**src/rtl/regf_pkg.sv**
```systemverilog
// Shared defaults and the address type for the multi-port register file.
package regf_pkg;

    localparam int                     REGF_DATA_W = 32;
    localparam int                     REGF_DEPTH  = 32;
    localparam int                     REGF_ADDR_W = $clog2(REGF_DEPTH);
    localparam int                     REGF_SP_IDX = 29;
    localparam logic [REGF_DATA_W-1:0] REGF_SP_RST = 128;

    typedef logic [REGF_ADDR_W-1:0] regf_addr_t;

endpackage

```
**src/rtl/reg_file_mp_if.sv**
```systemverilog
// Decode/writeback-side bus of the register file: read ports, write ports, issue and busy.
interface reg_file_mp_if #(
    parameter int DATA_W = 32,
    parameter int ADDR_W = 5,
    parameter int NUM_RD = 2,
    parameter int NUM_WR = 2
);
    logic [NUM_RD*ADDR_W-1:0] rd_addr_i;
    logic [NUM_RD*DATA_W-1:0] rd_data_o;
    logic [NUM_RD-1:0]        rd_busy_o;
    logic [NUM_WR-1:0]        wr_en_i;
    logic [NUM_WR*ADDR_W-1:0] wr_addr_i;
    logic [NUM_WR*DATA_W-1:0] wr_data_i;
    logic                     iss_en_i;
    logic [ADDR_W-1:0]        iss_addr_i;
    logic                     any_busy_o;

    modport slave (
        input  rd_addr_i, wr_en_i, wr_addr_i, wr_data_i, iss_en_i, iss_addr_i,
        output rd_data_o, rd_busy_o, any_busy_o
    );

    modport master (
        output rd_addr_i, wr_en_i, wr_addr_i, wr_data_i, iss_en_i, iss_addr_i,
        input  rd_data_o, rd_busy_o, any_busy_o
    );
endinterface

```
**src/rtl/regf_scoreboard.sv**
```systemverilog
// Per-register busy bits: issue sets, writeback clears, issue wins on a tie.
module regf_scoreboard #(
    parameter int DEPTH    = 32,
    parameter int ADDR_W   = $clog2(DEPTH),
    parameter int NUM_WR   = 2,
    parameter int ZERO_REG = 1
) (
    input  logic                     clk_i,
    input  logic                     rst_i,
    input  logic                     iss_en_i,
    input  logic [ADDR_W-1:0]        iss_addr_i,
    input  logic [NUM_WR-1:0]        wr_en_i,
    input  logic [NUM_WR*ADDR_W-1:0] wr_addr_i,
    output logic [DEPTH-1:0]         busy_o,
    output logic                     any_busy_o
);

    logic [DEPTH-1:0] busy_q;
    logic [DEPTH-1:0] busy_d;
    logic [DEPTH-1:0] clr;

    always_comb begin
        clr = '0;
        for (int w = 0; w < NUM_WR; w++) begin
            if (wr_en_i[w]) begin
                clr[wr_addr_i[w*ADDR_W +: ADDR_W]] = 1'b1;
            end
        end
    end

    always_comb begin
        busy_d = busy_q;
        for (int r = 0; r < DEPTH; r++) begin
            if (iss_en_i && iss_addr_i == ADDR_W'(r)) begin
                busy_d[r] = 1'b1;
            end else if (clr[r]) begin
                busy_d[r] = 1'b0;
            end
        end
        if (ZERO_REG != 0) begin
            busy_d[0] = 1'b0;
        end
    end

    always_ff @(posedge clk_i) begin
        if (rst_i) begin
            busy_q <= '0;
        end else begin
            busy_q <= busy_d;
        end
    end

    assign busy_o     = busy_q;
    assign any_busy_o = |busy_q;

endmodule

```
**src/rtl/reg_file_mp.sv**
```systemverilog
// Parametrised multi-port register file with busy scoreboard.
// Optional write-through forwarding on reads: define REGF_BYPASS_EN.
module reg_file_mp
    import regf_pkg::*;
#(
    parameter int                DATA_W   = REGF_DATA_W,
    parameter int                DEPTH    = REGF_DEPTH,
    parameter int                ADDR_W   = $clog2(DEPTH),
    parameter int                NUM_RD   = 2,
    parameter int                NUM_WR   = 2,
    parameter int                ZERO_REG = 1,
    parameter int                SP_IDX   = REGF_SP_IDX,
    parameter logic [DATA_W-1:0] SP_RST   = REGF_SP_RST
) (
    input logic           clk_i,
    input logic           rst_i,
    reg_file_mp_if.slave  regf
);

    logic [DATA_W-1:0] regs_q [DEPTH];
    logic [DATA_W-1:0] regs_d [DEPTH];
    logic [DEPTH-1:0]  busy;

    // Ascending port order makes the highest-index writer win a collision.
    always_comb begin
        regs_d = regs_q;
        for (int w = 0; w < NUM_WR; w++) begin
            if (regf.wr_en_i[w]) begin
                regs_d[regf.wr_addr_i[w*ADDR_W +: ADDR_W]] = regf.wr_data_i[w*DATA_W +: DATA_W];
            end
        end
        if (ZERO_REG != 0) begin
            regs_d[0] = '0;
        end
    end

    always_ff @(posedge clk_i) begin
        if (rst_i) begin
            for (int r = 0; r < DEPTH; r++) begin
                regs_q[r] <= (r == SP_IDX) ? SP_RST : '0;
            end
        end else begin
            regs_q <= regs_d;
        end
    end

    regf_scoreboard #(
        .DEPTH    (DEPTH),
        .ADDR_W   (ADDR_W),
        .NUM_WR   (NUM_WR),
        .ZERO_REG (ZERO_REG)
    ) u_sb (
        .clk_i      (clk_i),
        .rst_i      (rst_i),
        .iss_en_i   (regf.iss_en_i),
        .iss_addr_i (regf.iss_addr_i),
        .wr_en_i    (regf.wr_en_i),
        .wr_addr_i  (regf.wr_addr_i),
        .busy_o     (busy),
        .any_busy_o (regf.any_busy_o)
    );

    for (genvar k = 0; k < NUM_RD; k++) begin : g_rd
        logic [ADDR_W-1:0] ra;
        logic [DATA_W-1:0] rdat;
        logic              rbusy;

        assign ra = regf.rd_addr_i[k*ADDR_W +: ADDR_W];

        always_comb begin
            rdat  = regs_q[ra];
            rbusy = busy[ra];
`ifdef REGF_BYPASS_EN
            // A forwarded value is already produced, so it is only pending again if re-issued now.
            for (int w = 0; w < NUM_WR; w++) begin
                if (regf.wr_en_i[w] && regf.wr_addr_i[w*ADDR_W +: ADDR_W] == ra) begin
                    rdat  = regf.wr_data_i[w*DATA_W +: DATA_W];
                    rbusy = regf.iss_en_i && (regf.iss_addr_i == ra);
                end
            end
`endif
            if (ZERO_REG != 0 && ra == '0) begin
                rdat  = '0;
                rbusy = 1'b0;
            end
        end

        assign regf.rd_data_o[k*DATA_W +: DATA_W] = rdat;
        assign regf.rd_busy_o[k]                  = rbusy;
    end

endmodule

```
**src/flat_wrapper.sv**
```systemverilog
// flat-port wrapper written by rule: the top's interface ports become plain ports
module reg_file_mp_flat import regf_pkg::*;
#(
    parameter int                DATA_W   = REGF_DATA_W,
    parameter int                DEPTH    = REGF_DEPTH,
    parameter int                ADDR_W   = $clog2(DEPTH),
    parameter int                NUM_RD   = 2,
    parameter int                NUM_WR   = 2,
    parameter int                ZERO_REG = 1,
    parameter int                SP_IDX   = REGF_SP_IDX,
    parameter logic [DATA_W-1:0] SP_RST   = REGF_SP_RST
)
  (clk_i, rst_i, regf_rd_addr_i, regf_wr_en_i, regf_wr_addr_i, regf_wr_data_i, regf_iss_en_i, regf_iss_addr_i, regf_rd_data_o, regf_rd_busy_o, regf_any_busy_o);
  reg_file_mp_if #(.DATA_W(DATA_W), .ADDR_W(ADDR_W), .NUM_RD(NUM_RD), .NUM_WR(NUM_WR)) regf_i ();
  input logic clk_i;
  input logic rst_i;
  input wire logic [$bits(regf_i.rd_addr_i)-1:0] regf_rd_addr_i;
  input wire logic [$bits(regf_i.wr_en_i)-1:0] regf_wr_en_i;
  input wire logic [$bits(regf_i.wr_addr_i)-1:0] regf_wr_addr_i;
  input wire logic [$bits(regf_i.wr_data_i)-1:0] regf_wr_data_i;
  input wire logic [$bits(regf_i.iss_en_i)-1:0] regf_iss_en_i;
  input wire logic [$bits(regf_i.iss_addr_i)-1:0] regf_iss_addr_i;
  output wire logic [$bits(regf_i.rd_data_o)-1:0] regf_rd_data_o;
  output wire logic [$bits(regf_i.rd_busy_o)-1:0] regf_rd_busy_o;
  output wire logic [$bits(regf_i.any_busy_o)-1:0] regf_any_busy_o;
  assign regf_i.rd_addr_i = regf_rd_addr_i;
  assign regf_i.wr_en_i = regf_wr_en_i;
  assign regf_i.wr_addr_i = regf_wr_addr_i;
  assign regf_i.wr_data_i = regf_wr_data_i;
  assign regf_i.iss_en_i = regf_iss_en_i;
  assign regf_i.iss_addr_i = regf_iss_addr_i;
  assign regf_rd_data_o = regf_i.rd_data_o;
  assign regf_rd_busy_o = regf_i.rd_busy_o;
  assign regf_any_busy_o = regf_i.any_busy_o;
  reg_file_mp #(.DATA_W(DATA_W), .DEPTH(DEPTH), .ADDR_W(ADDR_W), .NUM_RD(NUM_RD), .NUM_WR(NUM_WR), .ZERO_REG(ZERO_REG), .SP_IDX(SP_IDX), .SP_RST(SP_RST)) u_core (.clk_i(clk_i), .rst_i(rst_i), .regf(regf_i));
endmodule
```
**config.mk**
```make
export PLATFORM = sky130hd
export DESIGN_NAME = reg_file_mp_flat
export DESIGN_NICKNAME = d
export VERILOG_FILES = /design/src/rtl/regf_pkg.sv /design/src/rtl/reg_file_mp_if.sv /design/src/rtl/regf_scoreboard.sv /design/src/rtl/reg_file_mp.sv /design/src/flat_wrapper.sv
export SDC_FILE = /design/constraint.sdc
export NUM_CORES = 2
export LEC_CHECK = 0
export BUFFER_PORTS_ARGS = -buffer_cell sky130_fd_sc_hd__buf_2
export CAP_MARGIN = 5
export CELL_PAD_IN_SITES_DETAIL_PLACEMENT = 1
export CELL_PAD_IN_SITES_GLOBAL_PLACEMENT = 2
export CORE_UTILIZATION = 40
export DETAILED_ROUTE_END_ITERATION = 10
export PLACE_DENSITY = 0.84
export SLEW_MARGIN = 20
export SYNTH_ARGS = -nofsm -noshare
export SYNTH_HDL_FRONTEND = slang
export SYNTH_SLANG_ARGS = --single-unit
```
**constraint.sdc**
```tcl
create_clock -name clk_i -period 2.3 [get_ports clk_i]
set_clock_uncertainty 0.2 [all_clocks]
set_input_delay 0.115 -clock clk_i [delete_from_list [all_inputs] [get_ports clk_i]]
set_output_delay 0.115 -clock clk_i [all_outputs]
set_load 0.02 [all_outputs]
```
==> impl_metrics.json <==
{
  "vias": 68800,
  "synth-main-ff-cell": "dfxtp_1",
  "ant_nets": 0,
  "dp_hpwl_um": 202000,
  "clock-sinks": 1023,
  "die_y_um": 399,
  "grt_usage": 0.401,
  "worst_slew_pin_slew_ns": 0.926,
  "ys_seq_elements": 1023,
  "clk_pin_slew_worst_paths_ns": 0.07,
  "gp_congestion": 0.965,
  "finish.net_count": 7490,
  "maxSlewHeadroom": 0.382,
  "drv_slew": 0,
  "dieWidth_um": 399,
  "synth.most_common_cell": "nor2_1",
  "synthTopCellsByCount": "1162 x nor2_1, 1063 x mux2i_1, 1023 x dfxtp_1, 716 x nand2_1, 654 x nand3_1",
  "areaGrowthSynthToFinish_pct": 21.4,
  "dpl_worst_slack_ns": -0.288,
  "timing.hold.worst.class": "in2reg",
  "synthTopCellsByArea": "dfxtp_1 33%, mux2i_1 17%, a311oi_1 8.2%",
  "drt-pass1-iter-count": 7,
  "yosysSeqAreaShare": 0.325,
  "grt-ovfl-total": 0,
  "yosysTopAreaCellShare": 0.325,
  "cp_max_fo": 3,
  "cp.arrival_ns": 2.41,
  "synth_area_um2": 63000,
  "r2r_slack_ns": 0.67,
  "leakage_nw": 30.7,
  "cp_data_required_time_ns": 1.99,
  "finalSetupTns_ns": -15.17,
  "layout_setup_ws_ns": -0.423,
  "grt_pass1_wl_um": 474000,
  "fin_crit_sh": 1.18,
  "fp.coreArea_um2": 156000,
  "status": "finished with violations",
  "hold_violations": 0,
  "grt_max_degree": 121,
  "synth-edff-count": 0,
  "wl_per_cell_um": 34.9,
  "finish.utilization": 0.490,
  "dieArea_um2": 159000,
  "crit_type": "reg2out",
  "start_util": 0.403,
  "root_buffer": "clkbuf_16",
  "cts_made_buffers": 118,
  "ys_warn_count": 0,
  "ios": 161,
  "viasPerCell": 7.20,
  "worst_skew_pair.late_latency_ns": 0.76,
  "htreeDepth": 3,
  "drt_iter0_drc": 8302,
  "setup_viol": 67,
  "ff_latch_area_um2": 20700,
  "io_buffer_count": 160,
  "synthCells": 7507,
  "multi_input_area_um2": 40400,
  "synth_cell_types": 44,
  "vdd_drop_max_mv": 0.602,
  "grt_pass1_vias": 68700,
  "drc_errors": 0,
  "fmax_mhz": 367,
  "cts_tree": "built",
  "row_count": 145,
  "synth_area_leader_cell": "dfxtp_1",
  "period_needed_ns": 2.72,
  "worst_setup_path_end_kind": "primary output",
  "filler_cell_count": 17500,
  "synth_fp_nets": 7601,
  "synth_async_sr_flop_share": 0,
  "totalWireLength_um": 333000,
  "rsz0062_at_grt": "yes",
  "avgSynthCellArea_um2": 8.39,
  "crit_path_start_kind": "flip-flop",
  "antenna_found_initial": 16,
  "violations": "setup timing",
  "max_cap_violations": 0,
  "power_density_nw_per_um2": 591,
  "cts_buffer_depth": 3,
  "drive_gt1_frac": 0.215
}
repair_timing:
item                       4_1_cts  5_1_grt
setup buffers                   12       31
gates resized for setup        575      158
hold buffers                   114        0
cloned                           0        7
setup endpoints to repair       67      101
pin swaps                       90       63
hold endpoints to repair      1023        0
sequential cells by signal (all words and copies together), names as in the netlist:
register and cells:
u_core.regs_q 992, u_core.u_sb.busy_o 31
per-stage QoR:
step / instances / area (µm²) / hold slack (ns) / power (W)
6_report: 9556 / 76500 / 0.0747 / 0.0452
4_1_cts: 9511 / 75500 / 0.0123 / 0.0448
3_5_place_dp: 9207 / 68600 / 0.286 / 0.0249
3_3_place_gp: 9207 / 68600 / 0.277 / 0.0248
5_1_grt: 9550 / 76500 / 0.0747 / 0.0460
2_1_floorplan: 7507 / 63000 / 0.0958 / 0.0221
cell families after synthesis:
group	synth area share
AOI/OAI and AO/OA	0.180
buffers and inverters	0.0714
DFF	0.325
muxes	0.240
and+or+nand+nor	0.184
power by group:
part / total [W] / switching [W] / internal (W) / leakage, nW
Sequential: 0.0184 / 0.000312 / 0.0181 / 8.36
Clock: 0.0197 / 0.00854 / 0.0112 / 1.91
Combinational: 0.00712 / 0.00464 / 0.00248 / 20.4
placed cells by master, fill, tap and decap left out, drive strengths merged, types with 2 or more instances in the layout:
master,count
a211oi,469
a221o,66
a22oi,66
a311oi,588
a32oi,31
and2,2
and3,3
and3b,7
and4,2
and4b,3
and4bb,3
buf,652
bufinv,7
clkbuf,191
clkinv,22
dfxtp,1023
diode,8
dlygate4sd3,112
inv,3
mux2,132
mux2i,1063
mux4,132
nand2,722
nand2b,11
nand3,654
nor2,1163
nor2b,6
nor3,69
nor3b,6
nor4,73
o22ai,198
or2,4
per-layer routing:
metal	part of all wire	vias to the layer above	track usage
li1	-	27600	-
met1	0.38	34800	0.499
met2	0.43	4879	0.596
met3	0.12	1436	0.104
met4	0.079	22	0.294
met5	0.00047	-	0
worst paths after layout:
check                                        start  depth (start not counted)                 end
worst min register to register  u_core.regs_q[744]                          2  u_core.regs_q[744]
worst max-delay path            u_core.regs_q[593]                          5  regf_rd_data_o[49]
worst max register to register  u_core.regs_q[806]                          4  u_core.regs_q[806]
worst min-delay path             regf_wr_addr_i[8]                          5  u_core.regs_q[743]
final cells by class:
| type | instances | area share |
|---|---|---|
| Antenna cell | 8 | 0.000262 |
| Clock buffer | 182 | 0.0457 |
| Clock inverter | 32 | 0.00487 |
| Multi-Input combinational cell | 5479 | 0.529 |
| Sequential cell | 1023 | 0.271 |
| Tap cell | 2058 | 0.0337 |
| Timing Repair Buffer | 774 | 0.116 |
critical path, stage by stage, from the launching register on:
cell,delay (ns)
dfxtp_2,0.35
mux4_2,0.24
mux2_4,0.16
nand2_4,0.05
a211oi_4,0.62
buf_6,0.21
Power figures use the tool's default switching activity.
